==> src/rtl/status_transmitter.sv <==
`default_nettype none
// ============================================================================
//  Module   : status_transmitter
//  Purpose  : Serialises a WIDTH-bit status word MSB first towards an MBED
//             controller with a four-phase data_ready / data_ack handshake.
//             data_ack is synchronised into the clk domain and every
//             handshake wait is guarded by a timeout that aborts the word.
//  Revision : 1.0 - initial release
// ============================================================================
module status_transmitter #(
   parameter int WIDTH          = 10,
   parameter int SETUP_CYCLES   = 4,
   parameter int TIMEOUT_CYCLES = 1000000
) (
   input  logic             clk,
   input  logic             reset,
   input  logic [WIDTH-1:0] tx_word,
   input  logic             tx_load,
   input  logic             data_ack,
   output logic             data_ready,
   output logic             data_bit,
   output logic             tx_busy,
   output logic             tx_done,
   output logic             tx_error,
   output logic [2:0]       tx_state
);

   // Counter widths. Each counter only has to reach its "last" value, so
   // log2 of the count is enough; the guards keep degenerate sizes legal.
   localparam int BC_W = (WIDTH > 1)          ? $clog2(WIDTH)          : 1;
   localparam int SC_W = (SETUP_CYCLES > 1)   ? $clog2(SETUP_CYCLES)   : 1;
   localparam int TO_W = (TIMEOUT_CYCLES > 1) ? $clog2(TIMEOUT_CYCLES) : 1;

   localparam logic [BC_W-1:0] C_BIT_LAST   = BC_W'(WIDTH - 1);
   localparam logic [SC_W-1:0] C_SETUP_LAST = SC_W'(SETUP_CYCLES - 1);
   localparam logic [TO_W-1:0] C_TO_LAST    = TO_W'(TIMEOUT_CYCLES - 1);

   // Encodings are visible on tx_state, so they are fixed explicitly.
   typedef enum logic [2:0] {
      ST_IDLE    = 3'd0,
      ST_SETUP   = 3'd1,
      ST_STROBE  = 3'd2,
      ST_RELEASE = 3'd3,
      ST_DONE    = 3'd4,
      ST_ABORT   = 3'd5
   } state_t;

   state_t            state_q,     state_d;
   logic [WIDTH-1:0]  shift_q,     shift_d;
   logic [BC_W-1:0]   bit_cnt_q,   bit_cnt_d;
   logic [SC_W-1:0]   setup_cnt_q, setup_cnt_d;
   logic [TO_W-1:0]   to_cnt_q,    to_cnt_d;
   logic              data_ready_q, data_ready_d;
   logic              ack_meta_q;
   logic              ack_s_q;
   logic              to_run;
   logic              state_change;

   // Two-flop synchroniser: data_ack comes from another clock domain and
   // only the second flop is ever looked at by the control logic.
   always_ff @(posedge clk) begin
      if (!reset) begin
         ack_meta_q <= 1'b0;
         ack_s_q    <= 1'b0;
      end else begin
         ack_meta_q <= data_ack;
         ack_s_q    <= ack_meta_q;
      end
   end

   // Timeout runs while waiting on an ack edge: in SETUP only while the
   // previous ack is still stuck high, and throughout STROBE and RELEASE.
   always_comb begin
      to_run = 1'b0;
      case (state_q)
         ST_SETUP:   to_run = ack_s_q;
         ST_STROBE:  to_run = 1'b1;
         ST_RELEASE: to_run = 1'b1;
         default:    to_run = 1'b0;
      endcase
   end

   // Next-state logic, shift register and bit counter updates.
   always_comb begin
      state_d   = state_q;
      shift_d   = shift_q;
      bit_cnt_d = bit_cnt_q;
      case (state_q)
         ST_IDLE: begin
            if (tx_load) begin
               shift_d   = tx_word;
               bit_cnt_d = '0;
               state_d   = ST_SETUP;
            end
         end
         ST_SETUP: begin
            // Leave only after the full setup window and with ack released;
            // a stuck-high ack can therefore only end in ABORT or recovery.
            if ((setup_cnt_q == C_SETUP_LAST) && !ack_s_q) begin
               state_d = ST_STROBE;
            end else if (ack_s_q && (to_cnt_q == C_TO_LAST)) begin
               state_d = ST_ABORT;
            end
         end
         ST_STROBE: begin
            if (ack_s_q) begin
               state_d = ST_RELEASE;
            end else if (to_cnt_q == C_TO_LAST) begin
               state_d = ST_ABORT;
            end
         end
         ST_RELEASE: begin
            if (!ack_s_q) begin
               if (bit_cnt_q == C_BIT_LAST) begin
                  state_d = ST_DONE;
               end else begin
                  // data_bit moves here, together with SETUP entry, so the
                  // setup window always precedes the next data_ready rise.
                  shift_d   = {shift_q[WIDTH-2:0], 1'b0};
                  bit_cnt_d = bit_cnt_q + 1'b1;
                  state_d   = ST_SETUP;
               end
            end else if (to_cnt_q == C_TO_LAST) begin
               state_d = ST_ABORT;
            end
         end
         ST_DONE:  state_d = ST_IDLE;
         ST_ABORT: state_d = ST_IDLE;
         default:  state_d = ST_IDLE;
      endcase
   end

   // Setup and timeout counters restart on every state entry.
   always_comb begin
      state_change = (state_d != state_q);
      setup_cnt_d  = setup_cnt_q;
      to_cnt_d     = to_cnt_q;
      if (state_change) begin
         setup_cnt_d = '0;
         to_cnt_d    = '0;
      end else begin
         // Setup count saturates so a long ack-stuck wait cannot wrap it.
         if ((state_q == ST_SETUP) && (setup_cnt_q != C_SETUP_LAST)) begin
            setup_cnt_d = setup_cnt_q + 1'b1;
         end
         if (to_run) begin
            to_cnt_d = to_cnt_q + 1'b1;
         end
      end
      // Registered from the next state so the strobe is glitch-free and
      // aligned exactly with the STROBE state.
      data_ready_d = (state_d == ST_STROBE);
   end

   // State and datapath registers.
   always_ff @(posedge clk) begin
      if (!reset) begin
         state_q      <= ST_IDLE;
         shift_q      <= '0;
         bit_cnt_q    <= '0;
         setup_cnt_q  <= '0;
         to_cnt_q     <= '0;
         data_ready_q <= 1'b0;
      end else begin
         state_q      <= state_d;
         shift_q      <= shift_d;
         bit_cnt_q    <= bit_cnt_d;
         setup_cnt_q  <= setup_cnt_d;
         to_cnt_q     <= to_cnt_d;
         data_ready_q <= data_ready_d;
      end
   end

   // Status outputs decode the registered state; DONE and ABORT are
   // distinct one-cycle states, so tx_done and tx_error are exclusive.
   assign data_ready = data_ready_q;
   assign data_bit   = shift_q[WIDTH-1];
   assign tx_busy    = (state_q != ST_IDLE);
   assign tx_done    = (state_q == ST_DONE);
   assign tx_error   = (state_q == ST_ABORT);
   assign tx_state   = state_q;

endmodule
`default_nettype wire

==> config.mk <==
export PLATFORM = sky130hd
export DESIGN_NAME = status_transmitter
export DESIGN_NICKNAME = d
export VERILOG_FILES = /design/src/rtl/status_transmitter.sv
export SDC_FILE = /design/constraint.sdc
export NUM_CORES = 1
export LEC_CHECK = 0
export ABC_AREA = 0
export CORE_MARGIN = 5
export CORE_UTILIZATION = 46
export DETAILED_ROUTE_END_ITERATION = 8
export GPL_ROUTABILITY_DRIVEN = 0
export PLACE_DENSITY_LB_ADDON = 0.05
export SLEW_MARGIN = 20
export SYNTH_ARGS = -nofsm -noshare
export SYNTH_HDL_FRONTEND = slang
export SYNTH_SLANG_ARGS = --single-unit
==> constraint.sdc <==
create_clock -name clk -period 2 [get_ports clk]
set_input_delay 0.3 -clock clk [delete_from_list [all_inputs] [get_ports clk]]
set_output_delay 0.3 -clock clk [all_outputs]
set_load 0.02 [all_outputs]
==> impl_metrics.csv <==
group,metric,value,unit
die,fp.dieH,77.86,um
cts,clk_latency,0.30,ns
timing,fmax,532.3,MHz
die,die_width,77.86,um
place,pre_cts_ws,0.1801,ns
synth,synth-seq-cells,42,
outcome,status,"completed",
finish,n_antenna_cell,0,
setup_path,worst-path-max-fanout,9,
route,drc_errors,0,
timing,grt_setup_unrepaired,"no",
timing,min_period,1.879,ns
synth,post_synth_mux_area_share,0.4725,%
timing,slew_viol_final,0,
setup_path,critPathKind,"flop to output pin",
flow_run,maxCapViolCount,0,
place,hpwlAfterDp,3.088,mm
global_route,grt_overflow,0,
synth,ys_warn_count,0,
power,leakage,1.014,nW
synth,avgSynthCellArea,8.611,um2
timing,finalCritPeriodShare,93.93,%
timing,fin_ws,0.1213,ns
global_route,grt_use_total,14.93,%
finish,drive_above_1_share,13.00,%
setup_path,crit_slowest_cell,"clkdlybuf4s50_1",
synth,synth.most_common_cell,"dfxtp_1",
global_route,grt_pass1_wl,7.348,mm
synth,synth-simple-area-share,31.07,%
synth,synth_xor_area_share,9.096,%
global_route,grt_max_degree,23,
die,core,0.004414,mm2
cts,cts.sinks,42,
setup_path,arrival,1.58,ns
timing,hold_violations,0,
power,worst_ir_drop_vdd,0.3930,mV
synth,synthesis.nets,264,
setup_path,critPathTopFamily,"buffers and inverters",
place,numPortBuffers,21,
synth,synth_edf_count,0,
min_path,hp-class,"flop to flop",
timing,tns,0,ns
cts,clk_pin_slew_worst_paths,0.08,ns
route,wl_per_cell,12.82,um
timing,setup_violations,0,
route,dr.pass1.iters,4,
die,start_util,47.99,%
setup_path,critPathLaunchType,"flop",
cts,clk_root_buffer_cell,"clkbuf_8",
synth,synth-seq-area-share,39.69,%
synth,synth_top_family_by_area,"simple AND/OR/NAND/NOR gates",
route,viasPerCell,5.313,
synth,yosysTopAreaCell,"dfxtp_1",
setup_path,crit_buf_inv,2,
cts,cts_max_level,2,
die,ios,22,
synth,synthFlopType,"dfxtp_1",
synth,synth_top_cells_by_count,"dfxtp_1 (42), nand3_1 (30), nor2_1 (29)",
setup_path,r2r_slack,0.26,ns
setup_path,max_stage_delay,0.54,ns
finish,nets,294,
synth,synth_cells,246,
power,power.density,646.3,mW/mm2
global_route,grt_pass1_vias,1659,
route,vias,1748,
synth,synth_top_area_share,39.69,%
setup_path,cp.required,1.70,ns
route,ant_nets,0,
synth,synth-compound-area-share,12.70,%
timing,fin_skew,0.002155,ns
global_route,grt_antenna_before_repair,0,
die,std_cell_rows,24,
synth,synthAdderAreaFrac,2.363,%
synth,synth_cell_types,51,
setup_path,path_cells,"nor3_1 -> inv_1 -> clkdlybuf4s50_1",
synth,ys_top_cells_by_area,"dfxtp_1 (40%), nand3_1 (7.1%), xor2_1 (5.8%)",
cts,cts_tree,"done",
cts,cts_buffers,5,
cts,max-clock-path-buffers,2,
cts,hold_buffers,0,
die,dieArea,0.006062,mm2
finish,area_growth_syn_to_layout,19.67,%
timing,tightest_slew,0.5335,ns
route,drt-total-wl,4.217,mm
synth,synth_area,0.002118,mm2
setup_path,endpoint_kind,"output pin",
route,drtIter0Drc,71,
timing,slew-limit-headroom,64.16,%
synth,async_flop_share,0,%
[cell families after synthesis]
family          Yosys count
flops                    42
xor+xnor                 22
compound gates           34
buf+inv                  18
simple gates            125
mux                       1
fa+ha+maj                 4
[metrics by stage]
step	total power, mW	area [um2]	std cells	utilization, %	hold slack (ns)
after floorplan	1.010	2118	246	-	0.4118
after global placement	1.084	2436	321	55.19	0.4216
after detailed placement	1.084	2436	321	55.19	0.4181
after CTS	1.673	2531	329	57.34	0.4423
after global routing	1.731	2535	329	57.43	0.4874
final	1.638	2535	329	57.43	0.4348
[final timing paths]
kind,startpoint,to,cells past startpoint
max reg2reg,to_cnt_q[0],data_ready,6
min reg2reg,ack_meta_q,ack_s_q,1
min,ack_meta_q,ack_s_q,1
max,tx_state[2],tx_busy,3
[sequential cells by signal, indices dropped and copies added (netlist names)]
name	flops
ack_meta_q	1
ack_s_q	1
bit_cnt_q	4
data_ready	1
setup_cnt_q	2
shift_q	10
to_cnt_q	20
tx_state	3
[routing by layer]
metal  vias to the layer above  global-route usage, %  part of all wire (%)
met4                         0                  8.935                   2.4
met5                         -                      0                     0
met1                       794                  17.30                    47
met3                         9                  3.472                   3.0
li1                        923                      -                     -
met2                        22                  24.79                    48
[placed cells by master, fill, tap and decap left out, types with 2 or more instances in the layout]
cell type / count
or3_1: 2
clkdlybuf4s50_1: 19
clkbuf_8: 6
nor4_1: 2
nand3_1: 30
and2_1: 4
nor4_2: 2
xnor2_1: 8
o21ai_0: 5
o211a_1: 9
nand2_1: 24
ha_1: 4
and3_1: 3
nor2_1: 28
a31oi_1: 2
dlygate4sd2_1: 2
nor2b_1: 6
dfxtp_2: 3
nand3b_1: 2
nor3_1: 6
nor2_2: 2
xor2_1: 14
dfxtp_1: 39
buf_4: 13
inv_1: 5
a32oi_1: 2
a21oi_1: 3
nand4_1: 6
[area by class of cell]
class	count	area, um2
clock inverters	2	12.51
repair buffers	35	325.3
multi-input cells	186	1182
flip-flops and latches	42	844.6
fillers	414	1879
inverters	6	22.52
well taps	52	65.06
clock buffers	6	82.58
[power by group]
group | switching [mW] | internal, mW
Clock | 0.297 | 0.277
Sequential | 0.0199 | 0.861
Combinational | 0.0877 | 0.0955
[timing repair]
action / in CTS / in global routing
gates resized for setup: 4 / 2
pin swaps: 0 / 0
endpoints found under the setup margin: 3 / 4
setup buffers: 0 / 0
No activity file was read; power rests on OpenSTA's default activity.
